--- src/rtl/inv_bar_sprite_writer_if.sv ---
// inv_bar_sprite_writer_if
//  Groups the pixel-stream handshake and the sprite RAM write port of the
//  inventory-bar sprite writer.
//  Signals:
//   pix_valid / pix_rgb  : pixel source -> writer
//   pix_ready            : writer -> pixel source
//   wr_en/wr_addr/wr_data: writer -> sprite RAM write port
//  Handshake: a pixel moves on a rising clock edge where pix_valid and
//  pix_ready are both high. pix_valid may rise or fall freely and does not wait
//  for pix_ready. pix_rgb only needs to be stable in cycles where pix_valid is
//  high. The write port has no back-pressure: every cycle with wr_en high is one
//  RAM write.
//  Modports: master = pixel source / RAM side (testbench), slave = writer.
interface inv_bar_sprite_writer_if #(
  parameter int ADDR_W = 11
);
  logic              pix_valid;
  logic [23:0]       pix_rgb;
  logic              pix_ready;
  logic              wr_en;
  logic [ADDR_W-1:0] wr_addr;
  logic [3:0]        wr_data;

  modport master (
    output pix_valid, pix_rgb,
    input  pix_ready, wr_en, wr_addr, wr_data
  );

  modport slave (
    input  pix_valid, pix_rgb,
    output pix_ready, wr_en, wr_addr, wr_data
  );
endinterface

--- src/rtl/inv_bar_sprite_writer.sv ---
// inv_bar_sprite_writer
//  Turns a streamed 24-bit RGB inventory-bar image (DEPTH pixels) into 4-bit
//  palette indices and writes them to the sprite RAM. The index is the exact
//  palette hit, otherwise the nearest entry by L1 (Manhattan) RGB distance.
//  Ties go to the lowest index.
//  Ports:
//   Clk, Reset_n : clock (rising edge) and asynchronous active-low reset
//   start        : begins a new image; only looked at in IDLE
//   bus (slave)  : pixel handshake in, sprite RAM write port out
//   busy         : high in FILL and DRAIN
//   done         : one-cycle pulse in the cycle after the last write
//   miss_count   : pixels in this image that had no exact palette hit
//   dbg_state    : current FSM state (IDLE=0, FILL=1, DRAIN=2, DONE=3)
module inv_bar_sprite_writer #(
  parameter int          DEPTH  = 1200,
  parameter int          ADDR_W = 11,
  parameter logic [23:0] PAL0   = 24'hc28d57,
  parameter logic [23:0] PAL1   = 24'he7ceb7,
  parameter logic [23:0] PAL2   = 24'h75552c,
  parameter logic [23:0] PAL3   = 24'h6f6b66,
  parameter logic [23:0] PAL4   = 24'h4751a3
) (
  input  logic                   Clk,
  input  logic                   Reset_n,
  input  logic                   start,
  inv_bar_sprite_writer_if.slave bus,
  output logic                   busy,
  output logic                   done,
  output logic [ADDR_W-1:0]      miss_count,
  output logic [1:0]             dbg_state
);

  typedef enum logic [1:0] {
    IDLE  = 2'd0,
    FILL  = 2'd1,
    DRAIN = 2'd2,
    DONE  = 2'd3
  } state_t;

  localparam logic [23:0] PAL [5] = '{PAL0, PAL1, PAL2, PAL3, PAL4};
  localparam logic [ADDR_W-1:0] LAST_PIX = ADDR_W'(DEPTH - 1);

  state_t            state_q, state_d;
  logic [ADDR_W-1:0] pix_cnt;
  logic              wr_en_q;
  logic [ADDR_W-1:0] wr_addr_q;
  logic [3:0]        wr_data_q;
  logic              ready;
  logic              xfer;
  logic [2:0]        best_idx;
  logic [9:0]        best_d;
  logic [9:0]        cand_d;

  // L1 distance between two RGB888 colours; max 3*255 = 765 fits in 10 bits.
  function automatic logic [9:0] rgb_dist(input logic [23:0] a, input logic [23:0] b);
    logic [7:0] dr, dg, db;
    dr = (a[23:16] > b[23:16]) ? a[23:16] - b[23:16] : b[23:16] - a[23:16];
    dg = (a[15:8]  > b[15:8])  ? a[15:8]  - b[15:8]  : b[15:8]  - a[15:8];
    db = (a[7:0]   > b[7:0])   ? a[7:0]   - b[7:0]   : b[7:0]   - a[7:0];
    return {2'b00, dr} + {2'b00, dg} + {2'b00, db};
  endfunction

  // Nearest-palette search. Strict '<' keeps the lowest index on a tie.
  always_comb begin
    best_idx = 3'd0;
    best_d   = rgb_dist(bus.pix_rgb, PAL[0]);
    cand_d   = 10'd0;
    for (int k = 1; k < 5; k++) begin
      cand_d = rgb_dist(bus.pix_rgb, PAL[k]);
      if (cand_d < best_d) begin
        best_d   = cand_d;
        best_idx = 3'(k);
      end
    end
  end

  assign ready = (state_q == FILL);
  assign xfer  = bus.pix_valid & ready;

  always_ff @(posedge Clk or negedge Reset_n) begin
    if (!Reset_n) state_q <= IDLE;
    else          state_q <= state_d;
  end

  always_comb begin
    state_d = state_q;
    unique case (state_q)
      IDLE:    if (start) state_d = FILL;
      FILL:    if (xfer && pix_cnt == LAST_PIX) state_d = DRAIN;
      DRAIN:   state_d = DONE;
      DONE:    state_d = IDLE;
      default: state_d = IDLE;
    endcase
  end

  // One-stage write pipeline: a pixel accepted in cycle N is written in N+1.
  // DRAIN is the cycle in which the final pixel's write is on the port.
  always_ff @(posedge Clk or negedge Reset_n) begin
    if (!Reset_n) begin
      pix_cnt    <= '0;
      miss_count <= '0;
      wr_en_q    <= 1'b0;
      wr_addr_q  <= '0;
      wr_data_q  <= 4'd0;
    end else begin
      if (state_q == IDLE && start) begin
        pix_cnt    <= '0;
        miss_count <= '0;
      end
      if (xfer) begin
        wr_en_q   <= 1'b1;
        wr_addr_q <= pix_cnt;
        wr_data_q <= {1'b0, best_idx};
        pix_cnt   <= pix_cnt + 1'b1;
        if (best_d != 10'd0 && miss_count != {ADDR_W{1'b1}})
          miss_count <= miss_count + 1'b1;
      end else begin
        wr_en_q <= 1'b0;
      end
    end
  end

  assign bus.pix_ready = ready;
  assign bus.wr_en     = wr_en_q;
  assign bus.wr_addr   = wr_addr_q;
  assign bus.wr_data   = wr_data_q;
  assign busy          = (state_q == FILL) || (state_q == DRAIN);
  assign done          = (state_q == DONE);
  assign dbg_state     = state_q;

endmodule
--- src/flat_wrapper.sv ---
// flat-port wrapper written by rule: the top's interface ports become plain ports
module inv_bar_sprite_writer_flat 
#(
  parameter int          DEPTH  = 1200,
  parameter int          ADDR_W = 11,
  parameter logic [23:0] PAL0   = 24'hc28d57,
  parameter logic [23:0] PAL1   = 24'he7ceb7,
  parameter logic [23:0] PAL2   = 24'h75552c,
  parameter logic [23:0] PAL3   = 24'h6f6b66,
  parameter logic [23:0] PAL4   = 24'h4751a3
)
  (Clk, Reset_n, start, busy, done, miss_count, dbg_state, bus_pix_valid, bus_pix_rgb, bus_pix_ready, bus_wr_en, bus_wr_addr, bus_wr_data);
  inv_bar_sprite_writer_if #(.ADDR_W(ADDR_W)) bus_i ();
  input  logic Clk;
  input  logic Reset_n;
  input  logic start;
  output logic busy;
  output logic done;
  output logic [ADDR_W-1:0] miss_count;
  output logic [1:0] dbg_state;
  input wire logic [$bits(bus_i.pix_valid)-1:0] bus_pix_valid;
  input wire logic [$bits(bus_i.pix_rgb)-1:0] bus_pix_rgb;
  output wire logic [$bits(bus_i.pix_ready)-1:0] bus_pix_ready;
  output wire logic [$bits(bus_i.wr_en)-1:0] bus_wr_en;
  output wire logic [$bits(bus_i.wr_addr)-1:0] bus_wr_addr;
  output wire logic [$bits(bus_i.wr_data)-1:0] bus_wr_data;
  assign bus_i.pix_valid = bus_pix_valid;
  assign bus_i.pix_rgb = bus_pix_rgb;
  assign bus_pix_ready = bus_i.pix_ready;
  assign bus_wr_en = bus_i.wr_en;
  assign bus_wr_addr = bus_i.wr_addr;
  assign bus_wr_data = bus_i.wr_data;
  inv_bar_sprite_writer #(.DEPTH(DEPTH), .ADDR_W(ADDR_W), .PAL0(PAL0), .PAL1(PAL1), .PAL2(PAL2), .PAL3(PAL3), .PAL4(PAL4)) u_core (.Clk(Clk), .Reset_n(Reset_n), .start(start), .bus(bus_i), .busy(busy), .done(done), .miss_count(miss_count), .dbg_state(dbg_state));
endmodule
--- config.mk ---
export PLATFORM = sky130hd
export DESIGN_NAME = inv_bar_sprite_writer_flat
export DESIGN_NICKNAME = d
export VERILOG_FILES = /design/src/rtl/inv_bar_sprite_writer_if.sv /design/src/rtl/inv_bar_sprite_writer.sv /design/src/flat_wrapper.sv
export SDC_FILE = /design/constraint.sdc
export NUM_CORES = 1
export LEC_CHECK = 0
export BUFFER_PORTS_ARGS = -buffer_cell sky130_fd_sc_hd__clkbuf_2
export CORE_MARGIN = 5
export CORE_UTILIZATION = 62
export DETAILED_ROUTE_END_ITERATION = 7
export GPL_TIMING_DRIVEN = 0
export PLACE_DENSITY_LB_ADDON = 0.25
export SETUP_SLACK_MARGIN = 0.05
export SYNTH_ARGS = -nofsm -noshare
export SYNTH_HDL_FRONTEND = slang
export SYNTH_SLANG_ARGS = --single-unit
--- constraint.sdc ---
create_clock -name Clk -period 3.35 [get_ports Clk]
set_input_delay 0.67 -clock Clk [delete_from_list [all_inputs] [get_ports Clk]]
set_output_delay 0.67 -clock Clk [all_outputs]
set_load 0.05 [all_outputs]
==> flow_metrics.env, run 1 <==
export IMPL_use_met2=0.557
export IMPL_violations="negative setup slack"
export IMPL_syn_nets=1518
export IMPL_synth_edf_count=0
export IMPL_floorplan_rows=45
export IMPL_chipWidth_um=135
export IMPL_antenna_cells=0
export IMPL_dr_total_vias=10745
export IMPL_drv_slew=0
export IMPL_routed_via_density=6.37
export IMPL_ant_nets=0
export IMPL_dr_pass1_iters=7
export IMPL_max_freq_mhz=87.7
export IMPL_cpMostUsedCell="a21oi_2"
export IMPL_clkSinkCount=39
export IMPL_die_y_um=135
export IMPL_maxSlewHeadroom=0.344
export IMPL_layout_commonest_cell="nand2_1"
export IMPL_cp_end_kind="flop"
export IMPL_globalRouteTotalUtil=0.333
export IMPL_drc=0
export IMPL_ctsHoldBuffers=0
export IMPL_placed_cells=1581
export IMPL_fin_crit_ns=11.40
export IMPL_use_met3=0.0615
export IMPL_timing_final_ws_setup_ns=-8.05
export IMPL_startpoint_type="input pin"
export IMPL_crit_arrival_ns=11.56
export IMPL_ys_seq_area_frac=0.101
export IMPL_place_congestion=1.00
export IMPL_clockBufferDepth=2
export IMPL_grt_max_degree=40
export IMPL_cts_tree="yes"
export IMPL_grt_remaining_overflow=0
export IMPL_die_area_mm2=0.0182
export IMPL_clk_pin_slew_ns=0.05
export IMPL_h_tree_depth=2
export IMPL_synthFlopType="dfrtp_1"
export IMPL_clock_skew_ns=0.00685
export IMPL_cp_max_fo=10
export IMPL_clock_root_buffer="clkbuf_16"
export IMPL_coreArea_mm2=0.0153
export IMPL_postSynthCellCount=1317
export IMPL_crit_type="input pin to flop"
export IMPL_synth_avg_cell_area_um2=7.34
export IMPL_max_cap_violations=0
export IMPL_io_buffers=53
export IMPL_layout_nets=1677
export IMPL_dp_hpwl_um=22300
export IMPL_finalHoldViolCount=0
export IMPL_grt_pass1_wl_um=49900
export IMPL_async_flop_share=1.00
export IMPL_place_area_mm2=0.0105
export IMPL_stdcell_area_mm2=0.0124
export IMPL_synth_area_mm2=0.00967
export IMPL_crit_required_ns=3.51
export IMPL_status="finished with violations"
export IMPL_instances_no_fill=1688
export IMPL_nFillCells=1006
export IMPL_cts_buffers=5
export IMPL_synth_cell_types=79
export IMPL_ios=60
export IMPL_totalWireLength_um=32300
export IMPL_wire_per_inst_um=19.2
export IMPL_drtIter0Drc=1138
export IMPL_yosysWarnings=0
export IMPL_initial_utilization=0.633
export IMPL_grt_use_met1=0.406
export IMPL_crit_path_max_incr_delay_ns=0.34
export IMPL_antenna_found_initial=0
export IMPL_syn_to_final_growth_pct=28.2
export IMPL_synth_seq_cells=39
export IMPL_hold_class="flop to flop"
export IMPL_final_cell_mix="nand2_1 (135), ha_1 (134), a21oi_1 (117), nor2_1 (103), buf_4 (95)"
export IMPL_grt_pass1_vias=10187
export IMPL_rsz0062_at_grt="true"
export IMPL_worst_pin_slew_ns=0.984
export IMPL_finalSetupViolCount=14
export IMPL_grt_busiest_layer="met2"
export IMPL_drive_above_1_share=0.240
export IMPL_crit_slowest_cell="ha_1"
export IMPL_timing_final_crit_share=3.40
export IMPL_clock_latency_ns=0.28
[final cells by class]
type	instances	area, um^2	area share
multi-input combinational	1140	9180	0.741
timing repair buffer	153	1160	0.0938
sequential	39	976	0.0788
buffer	54	338	0.0273
inverter	83	334	0.0270
tap	211	264	0.0213
clock buffer	7	133	0.0107
clock inverter	1	5.00	0.000404
[repair_timing]
item | 4_1_cts | 5_1_grt
pin swaps | 105 | 53
gates resized for setup | 137 | 40
endpoints found under the setup margin | 14 | 14
buffers inserted | 86 | 10
cloned | 4 | 0
[synth_stat cells (4+ instances only)]
cell,count,area [um^2]
a22o_1,6,52.6
nor2_1,115,432
xnor2_1,106,928
nand2_1,141,529
o221ai_1,4,35.0
nand2b_1,17,106
fa_1,10,200
clkbuf_1,45,169
o21ai_0,84,420
and4_1,5,43.8
inv_1,79,297
o21bai_1,30,225
a211oi_1,15,113
dfrtp_1,39,976
a21o_1,32,240
xor2_1,26,228
o22ai_1,8,50.1
a311o_1,4,40.0
o211ai_1,8,60.1
nand3_1,26,130
or2_2,5,31.3
nor2b_1,14,87.6
mux2_2,8,90.1
nand4_1,9,56.3
a31oi_1,16,100
and3_1,9,56.3
a21oi_1,145,726
o21ai_1,7,35.0
o21a_1,16,120
nor3_1,23,115
a31o_1,6,52.6
mux2i_1,22,220
ha_1,163,2040
[state kept, by name, summed over array words and instances, names as in the netlist]
name and count:
u_core.bus.wr_addr 11, u_core.miss_count 11, u_core.pix_cnt 11, u_core.bus.wr_data 3
u_core.dbg_state 2, u_core.bus.wr_en 1
[stage by stage]
stage	hold slack [ns]	utilization	setup WS [ns]	TNS (ns)
3_5_place_dp	0.468	0.691	-9.18	-124.96
6_report	0.476	0.812	-8.05	-109.83
2_1_floorplan	0.374	-	-7.31	-98.91
5_1_grt	0.495	0.812	-8.41	-114.93
3_3_place_gp	0.458	0.691	-9.03	-122.87
4_1_cts	0.477	0.794	-7.65	-104.08
[per-layer routing]
| layer | routed length (um) | vias to the layer above |
|---|---|---|
| li1 | - | 5014 |
| met1 | 12700 | 4972 |
| met2 | 14700 | 586 |
| met3 | 2800 | 173 |
| met4 | 2140 | 0 |
| met5 | 0 | - |
[cell families after synthesis]
| family | after synthesis | share of synthesized area |
|---|---|---|
| adder cells (fa/ha/maj) | 173 | 0.232 |
| other | 1 | 0.000388 |
| flip-flops | 39 | 0.101 |
| multiplexers | 31 | 0.0337 |
| buffers and inverters | 138 | 0.0567 |
| AO/OA/AOI/OAI | 422 | 0.279 |
| AND/OR/NAND/NOR | 380 | 0.177 |
| XOR/XNOR | 133 | 0.121 |
[worst max-delay path: cells and delay by family]
family                     cells  cell delay, ns
xor gates and xnor gates       2            0.48
muxes                          3            0.92
adders and majority gates      7            1.90
buffers and inverters          7            0.97
and+or+nand+nor               15            1.92
AOI/OAI and AO/OA             30            4.68
[final timing paths]
path	startpoint	to	slack [ns]	cells after the start
worst max register to register	u_core.dbg_state[1]	u_core.miss_count[3]	0.98	9
max in group asynchronous	Reset_n	u_core.dbg_state[0]	2.20	1
worst min register to register	u_core.bus.wr_addr[4]	u_core.bus.wr_addr[4]	0.48	2
worst max-delay path	bus_pix_rgb[10]	u_core.miss_count[3]	-8.05	64
min in group asynchronous	Reset_n	u_core.bus.wr_addr[0]	0.54	1
worst min-delay path	u_core.bus.wr_addr[4]	u_core.bus.wr_addr[4]	0.48	2
Power of run 1 is left out: the tool's default activity adds up to more than one toggle a clock period on the data nets, which glitch-free logic cannot reach.
==> run 2, diff against run 1 <==
--- a/config.mk
+++ b/config.mk
@@ -6,8 +6,10 @@
 export NUM_CORES = 1
 export LEC_CHECK = 0
 export BUFFER_PORTS_ARGS = -buffer_cell sky130_fd_sc_hd__clkbuf_2
+export CELL_PAD_IN_SITES_DETAIL_PLACEMENT = 0
+export CELL_PAD_IN_SITES_GLOBAL_PLACEMENT = 1
 export CORE_MARGIN = 5
-export CORE_UTILIZATION = 62
+export CORE_UTILIZATION = 51
 export DETAILED_ROUTE_END_ITERATION = 7
 export GPL_TIMING_DRIVEN = 0
 export PLACE_DENSITY_LB_ADDON = 0.25
==> run 2 against run 1 <==
Compared with the run above:
- the flow still finishes with violations (negative setup slack)
- largest cell class unchanged
- wire length decreased by 1.1%
- critical endpoint unchanged
- clock skew is essentially flat
- flip-flop and latch count unchanged
- die area rose by 20%
- setup slack improved by 0.12 ns
- final cell count increased by 1.1%
- core utilization decreased by 15 points
- first-iteration DRC count is 16% lower
- critical path type unchanged
- critical path depth stayed put
==> flow_metrics.env, run 2 (synthesis gave the netlist of run 1 again) <==
export IMPL_max_freq_mhz=88.7
export IMPL_finalHoldViolCount=0
export IMPL_dr_wl_met3_um=2020
export IMPL_timing_final_crit_share=3.36
export IMPL_rsz0062_at_grt="true"
export IMPL_io_buffers=53
export IMPL_ios=60
export IMPL_crit_type="input pin to flop"
export IMPL_initial_utilization=0.517
export IMPL_place_congestion=1.02
export IMPL_totalWireLength_um=32000
export IMPL_wl_met1_um=14300
export IMPL_clock_skew_ns=0.00635
export IMPL_cp_top_family="compound AO/OA/AOI/OAI gates"
export IMPL_dr_pass1_iters=5
export IMPL_clockBufferDepth=2
export IMPL_drive_above_1_share=0.238
export IMPL_clock_root_buffer="clkbuf_16"
export IMPL_grt_max_degree=40
export IMPL_worstHoldEndpoint="u_core.bus.wr_addr[5]"
export IMPL_chipWidth_um=148
export IMPL_hold_class="flop to flop"
export IMPL_die_y_um=148
export IMPL_hold_start="u_core.bus.wr_addr[5]"
export IMPL_maxSlewHeadroom=0.345
export IMPL_globalRouteTotalUtil=0.279
export IMPL_layout_commonest_cell="nand2_1"
export IMPL_cts_buffers=5
export IMPL_dr_total_vias=10342
export IMPL_r2r_slack_ns=1.00
export IMPL_drv_slew=0
export IMPL_routed_via_density=6.06
export IMPL_syn_to_final_growth_pct=27.3
export IMPL_wl_met2_um=15000
export IMPL_finalSetupTns_ns=-108.05
export IMPL_drc=0
export IMPL_cp_max_fo=7
export IMPL_wire_per_inst_um=18.7
export IMPL_utilization=0.658
export IMPL_multiInputGateArea_mm2=0.00910
export IMPL_floorplan_rows=50
export IMPL_timing_final_ws_setup_ns=-7.92
export IMPL_crit_slowest_cell="fa_2"
export IMPL_ant_nets=0
export IMPL_timing_rr_end="u_core.miss_count[5]"
export IMPL_grt_pass1_wl_um=50300
export IMPL_cp_end_kind="flop"
export IMPL_h_tree_depth=2
export IMPL_min_path_cells=2
export IMPL_clkSinkCount=39
export IMPL_drtIter0Drc=957
export IMPL_layout_nets=1673
export IMPL_clock_latency_ns=0.28
export IMPL_crit_buf_inv=12
export IMPL_cts_tree="yes"
export IMPL_die_area_mm2=0.0218
export IMPL_regToRegStartpoint="u_core.miss_count[0]"
export IMPL_routed_top_layer="met4"
export IMPL_dp_hpwl_um=24000
export IMPL_seq_area_um2=976
export IMPL_crit_arrival_ns=11.43
export IMPL_grt_pass1_vias=9606
export IMPL_antenna_cells=0
export IMPL_worst_pin_slew_ns=0.983
export IMPL_startpoint_type="input pin"
export IMPL_fin_crit_ns=11.27
export IMPL_coreArea_mm2=0.0187
export IMPL_final_cell_mix="nand2_1 (138), ha_1 (135), a21oi_1 (116), nor2_1 (100), xnor2_1 (98)"
export IMPL_crit_path_max_incr_delay_ns=0.39
export IMPL_finalSetupViolCount=14
export IMPL_crit_required_ns=3.51
export IMPL_antenna_found_initial=0
export IMPL_violations="negative setup slack"
export IMPL_nFillCells=1587
export IMPL_max_cap_violations=0
export IMPL_r2r_cells=7
export IMPL_grt_remaining_overflow=0
export IMPL_clk_pin_slew_ns=0.06
export IMPL_status="finished with violations"
==> run 2: area by class of cell <==
class / instances / share of cell area
Buffer: 54 / 0.0281
Clock buffer: 6 / 0.0113
Clock inverter: 2 / 0.00132
Inverter: 83 / 0.0275
Multi-Input combinational cell: 1140 / 0.739
Sequential cell: 39 / 0.0793
Tap cell: 234 / 0.0238
Timing Repair Buffer: 149 / 0.0893
==> run 2: worst reg2reg max path, stage by stage, from the launching register on <==
cell and delay (ns):
dfrtp_1 0.41, ha_1 0.21, nand3_1 0.12, nor2_1 0.24, and4_1 0.34, clkbuf_1 0.45
nor3_1 0.13, a311o_1 0.34
==> run 2: worst max-delay path by stage <==
stage	from	to	slack (ns)	depth (start not counted)
after floorplan	bus_pix_rgb[20]	u_core.miss_count[5]	-7.31	60
after global routing	bus_pix_rgb[8]	u_core.miss_count[5]	-8.38	65
after CTS	bus_pix_rgb[8]	u_core.miss_count[3]	-7.66	65
after detailed placement	bus_pix_rgb[8]	u_core.miss_count[5]	-9.17	61
after global placement	bus_pix_rgb[8]	u_core.miss_count[3]	-9.17	61
final	bus_pix_rgb[8]	u_core.miss_count[3]	-7.92	64
==> run 2: per-stage QoR <==
step	area, um^2	worst slack (ns)	hold WS [ns]	instances
2_1_floorplan	10000	-7.31	0.374	1317
3_3_place_gp	10600	-9.17	0.459	1604
3_5_place_dp	10600	-9.17	0.463	1604
4_1_cts	12000	-7.66	0.477	1690
5_1_grt	12300	-8.38	0.501	1707
6_report	12300	-7.92	0.473	1707
==> run 2: timing repair <==
item                                   CTS  global route
resized for setup                      112            64
setup endpoints to repair               14            14
buffers inserted                        75            18
gates cloned                             4             0
endpoints found under the hold margin    0             0
hold buffers                             0             0
pin swaps                               69            39
==> run 2: routing by layer <==
layer	vias to the layer above	global-route usage
met1	4862	0.384
met3	67	0.0267
met2	403	0.481
li1	5010	-
met5	-	0
met4	0	0.0494
Power of run 2 is left out for the same reason.
==> run 3, diff against run 2 <==
--- a/config.mk
+++ b/config.mk
@@ -9,11 +9,12 @@
 export CELL_PAD_IN_SITES_DETAIL_PLACEMENT = 0
 export CELL_PAD_IN_SITES_GLOBAL_PLACEMENT = 1
 export CORE_MARGIN = 5
-export CORE_UTILIZATION = 51
+export CORE_UTILIZATION = 47
 export DETAILED_ROUTE_END_ITERATION = 7
 export GPL_TIMING_DRIVEN = 0
 export PLACE_DENSITY_LB_ADDON = 0.25
 export SETUP_SLACK_MARGIN = 0.05
+export SKIP_LAST_GASP = 1
 export SYNTH_ARGS = -nofsm -noshare
 export SYNTH_HDL_FRONTEND = slang
 export SYNTH_SLANG_ARGS = --single-unit
==> constraint.sdc (replaced) <==
create_clock -name Clk -period 11.1 [get_ports Clk]
set_input_delay 2.22 -clock Clk [delete_from_list [all_inputs] [get_ports Clk]]
set_output_delay 2.22 -clock Clk [all_outputs]
set_load 0.05 [all_outputs]
==> run 3 against run 2 <==
Compared with the run above:
- the run still ends with negative setup slack left
- cell area increased by 2.1%
- clock skew increased by 0.00096 ns
- count of clock-buffer cells in the layout is the same
- die area is 7.9% higher
- critical endpoint unchanged
==> flow_metrics.env, run 3 (synthesis gave the netlist of run 1 again) <==
export IMPL_finalSetupViolCount=14
export IMPL_rsz0062_at_grt="true"
export IMPL_hold_class="flop to flop"
export IMPL_wire_per_inst_um=18.4
export IMPL_layout_nets=1683
export IMPL_max_freq_mhz=79.7
export IMPL_io_buffers=53
export IMPL_cp_max_fo=5
export IMPL_ctsHoldBuffers=0
export IMPL_cpMostUsedCell="a21o_1"
export IMPL_die_y_um=153
export IMPL_timing_rr_end="u_core.miss_count[3]"
export IMPL_startpoint_type="input pin"
export IMPL_status="finished with violations"
export IMPL_r2r_cells=9
export IMPL_regToRegStartpoint="u_core.dbg_state[1]"
export IMPL_layout_commonest_cell="nand2_1"
export IMPL_timing_final_crit_share=1.13
export IMPL_hold_start="u_core.bus.wr_addr[5]"
export IMPL_maxSlewHeadroom=0.349
export IMPL_final_cell_mix="nand2_1 (135), ha_1 (134), a21oi_1 (116), buf_4 (102), nor2_1 (101)"
export IMPL_r2r_slack_ns=8.74
export IMPL_dp_hpwl_um=24000
export IMPL_worstHoldEndpoint="u_core.bus.wr_addr[5]"
export IMPL_grt_pass1_vias=9663
export IMPL_cts_buffers=5
export IMPL_cts_tree="yes"
export IMPL_crit_path_max_incr_delay_ns=0.40
export IMPL_crit_slowest_cell="fa_2"
export IMPL_grt_remaining_overflow=0
export IMPL_crit_arrival_ns=12.70
export IMPL_finalHoldViolCount=0
export IMPL_min_path_cells=2
export IMPL_drive_above_1_share=0.246
export IMPL_grt_pass1_wl_um=50600
export IMPL_drv_slew=0
export IMPL_fin_crit_ns=12.55
export IMPL_syn_to_final_growth_pct=30.0
export IMPL_nFillCells=1829
export IMPL_timing_final_ws_setup_ns=-1.45
export IMPL_clock_latency_ns=0.28
export IMPL_place_congestion=0.962
export IMPL_stdcell_area_mm2=0.0126
export IMPL_ios=60
export IMPL_clockBufferDepth=2
export IMPL_totalWireLength_um=32300
export IMPL_grt_max_degree=40
export IMPL_ant_nets=0
export IMPL_crit_type="input pin to flop"
export IMPL_crit_required_ns=11.25
export IMPL_initial_utilization=0.478
export IMPL_die_area_mm2=0.0235
export IMPL_floorplan_rows=52
export IMPL_routed_via_density=5.81
export IMPL_dr_total_vias=10192
export IMPL_chipWidth_um=153
export IMPL_drc=0
export IMPL_worst_pin_slew_ns=0.976
export IMPL_place_area_mm2=0.0106
export IMPL_max_cap_violations=0
export IMPL_clock_skew_ns=0.00731
export IMPL_drtIter0Drc=679
export IMPL_violations="negative setup slack"
export IMPL_clock_root_buffer="clkbuf_16"
export IMPL_clkSinkCount=39
export IMPL_antenna_cells=0
export IMPL_coreArea_mm2=0.0202
export IMPL_cp_end_kind="flop"
export IMPL_globalRouteTotalUtil=0.259
export IMPL_antenna_found_initial=0
export IMPL_clk_pin_slew_ns=0.06
export IMPL_h_tree_depth=2
export IMPL_dr_pass1_iters=5
[run 3: worst max-delay path: cells and delay by family]
family / cells / cell delay [ns]
buffers and inverters: 14 / 1.88
muxes: 2 / 0.62
adders and majority gates: 6 / 1.72
AOI/OAI and AO/OA: 27 / 4.44
xor gates and xnor gates: 2 / 0.21
and+or+nand+nor: 13 / 1.54
[run 3: stage by stage]
stage | util | hold WS (ns) | setup TNS [ns] | instances | setup slack [ns]
6_report | 0.621 | 0.472 | -17.34 | 1753 | -1.45
5_1_grt | 0.621 | 0.492 | -23.60 | 1753 | -1.91
4_1_cts | 0.599 | 0.477 | -15.18 | 1732 | -1.28
3_5_place_dp | 0.524 | 0.462 | -37.34 | 1640 | -2.92
3_3_place_gp | 0.524 | 0.458 | -36.25 | 1640 | -2.85
2_1_floorplan | - | 0.472 | -12.11 | 1317 | -1.11
[run 3: how the worst max path moves through the flow]
| stage | from | end | slack [ns] | depth (start not counted) |
|---|---|---|---|---|
| after floorplan | bus_pix_rgb[20] | u_core.miss_count[5] | -1.11 | 60 |
| after global placement | bus_pix_rgb[8] | u_core.miss_count[3] | -2.85 | 61 |
| after detailed placement | bus_pix_rgb[8] | u_core.miss_count[6] | -2.92 | 61 |
| after CTS | bus_pix_rgb[8] | u_core.miss_count[3] | -1.28 | 65 |
| after global routing | bus_pix_rgb[8] | u_core.miss_count[3] | -1.91 | 65 |
| final | bus_pix_rgb[8] | u_core.miss_count[3] | -1.45 | 64 |
[run 3: layout make-up]
class                   count  area, um^2  area share
flip-flops and latches     39         976      0.0777
well taps                 270         338      0.0269
repair buffers            161        1220      0.0970
plain buffers              51         337      0.0268
inverters                  83         349      0.0278
clock buffers               6         139      0.0111
multi-input cells        1141        9190       0.731
clock inverters             2        16.3     0.00129
[run 3: metal layers]
metal | share of wire | wire [um] | track usage | up-vias
met5 | 0 | 0 | 0 | -
met4 | 0.036 | 1170 | 0.0913 | 0
met3 | 0.056 | 1790 | 0.0218 | 60
met2 | 0.46 | 15000 | 0.432 | 313
met1 | 0.45 | 14400 | 0.351 | 4794
li1 | - | - | - | 5025
[run 3: timing repair]
item,in CTS,in global routing
setup endpoints to repair,14,14
gates cloned,6,0
buffers inserted,81,22
gates resized for setup,130,66
pin swaps,81,44
Power of run 3 is left out for the same reason.
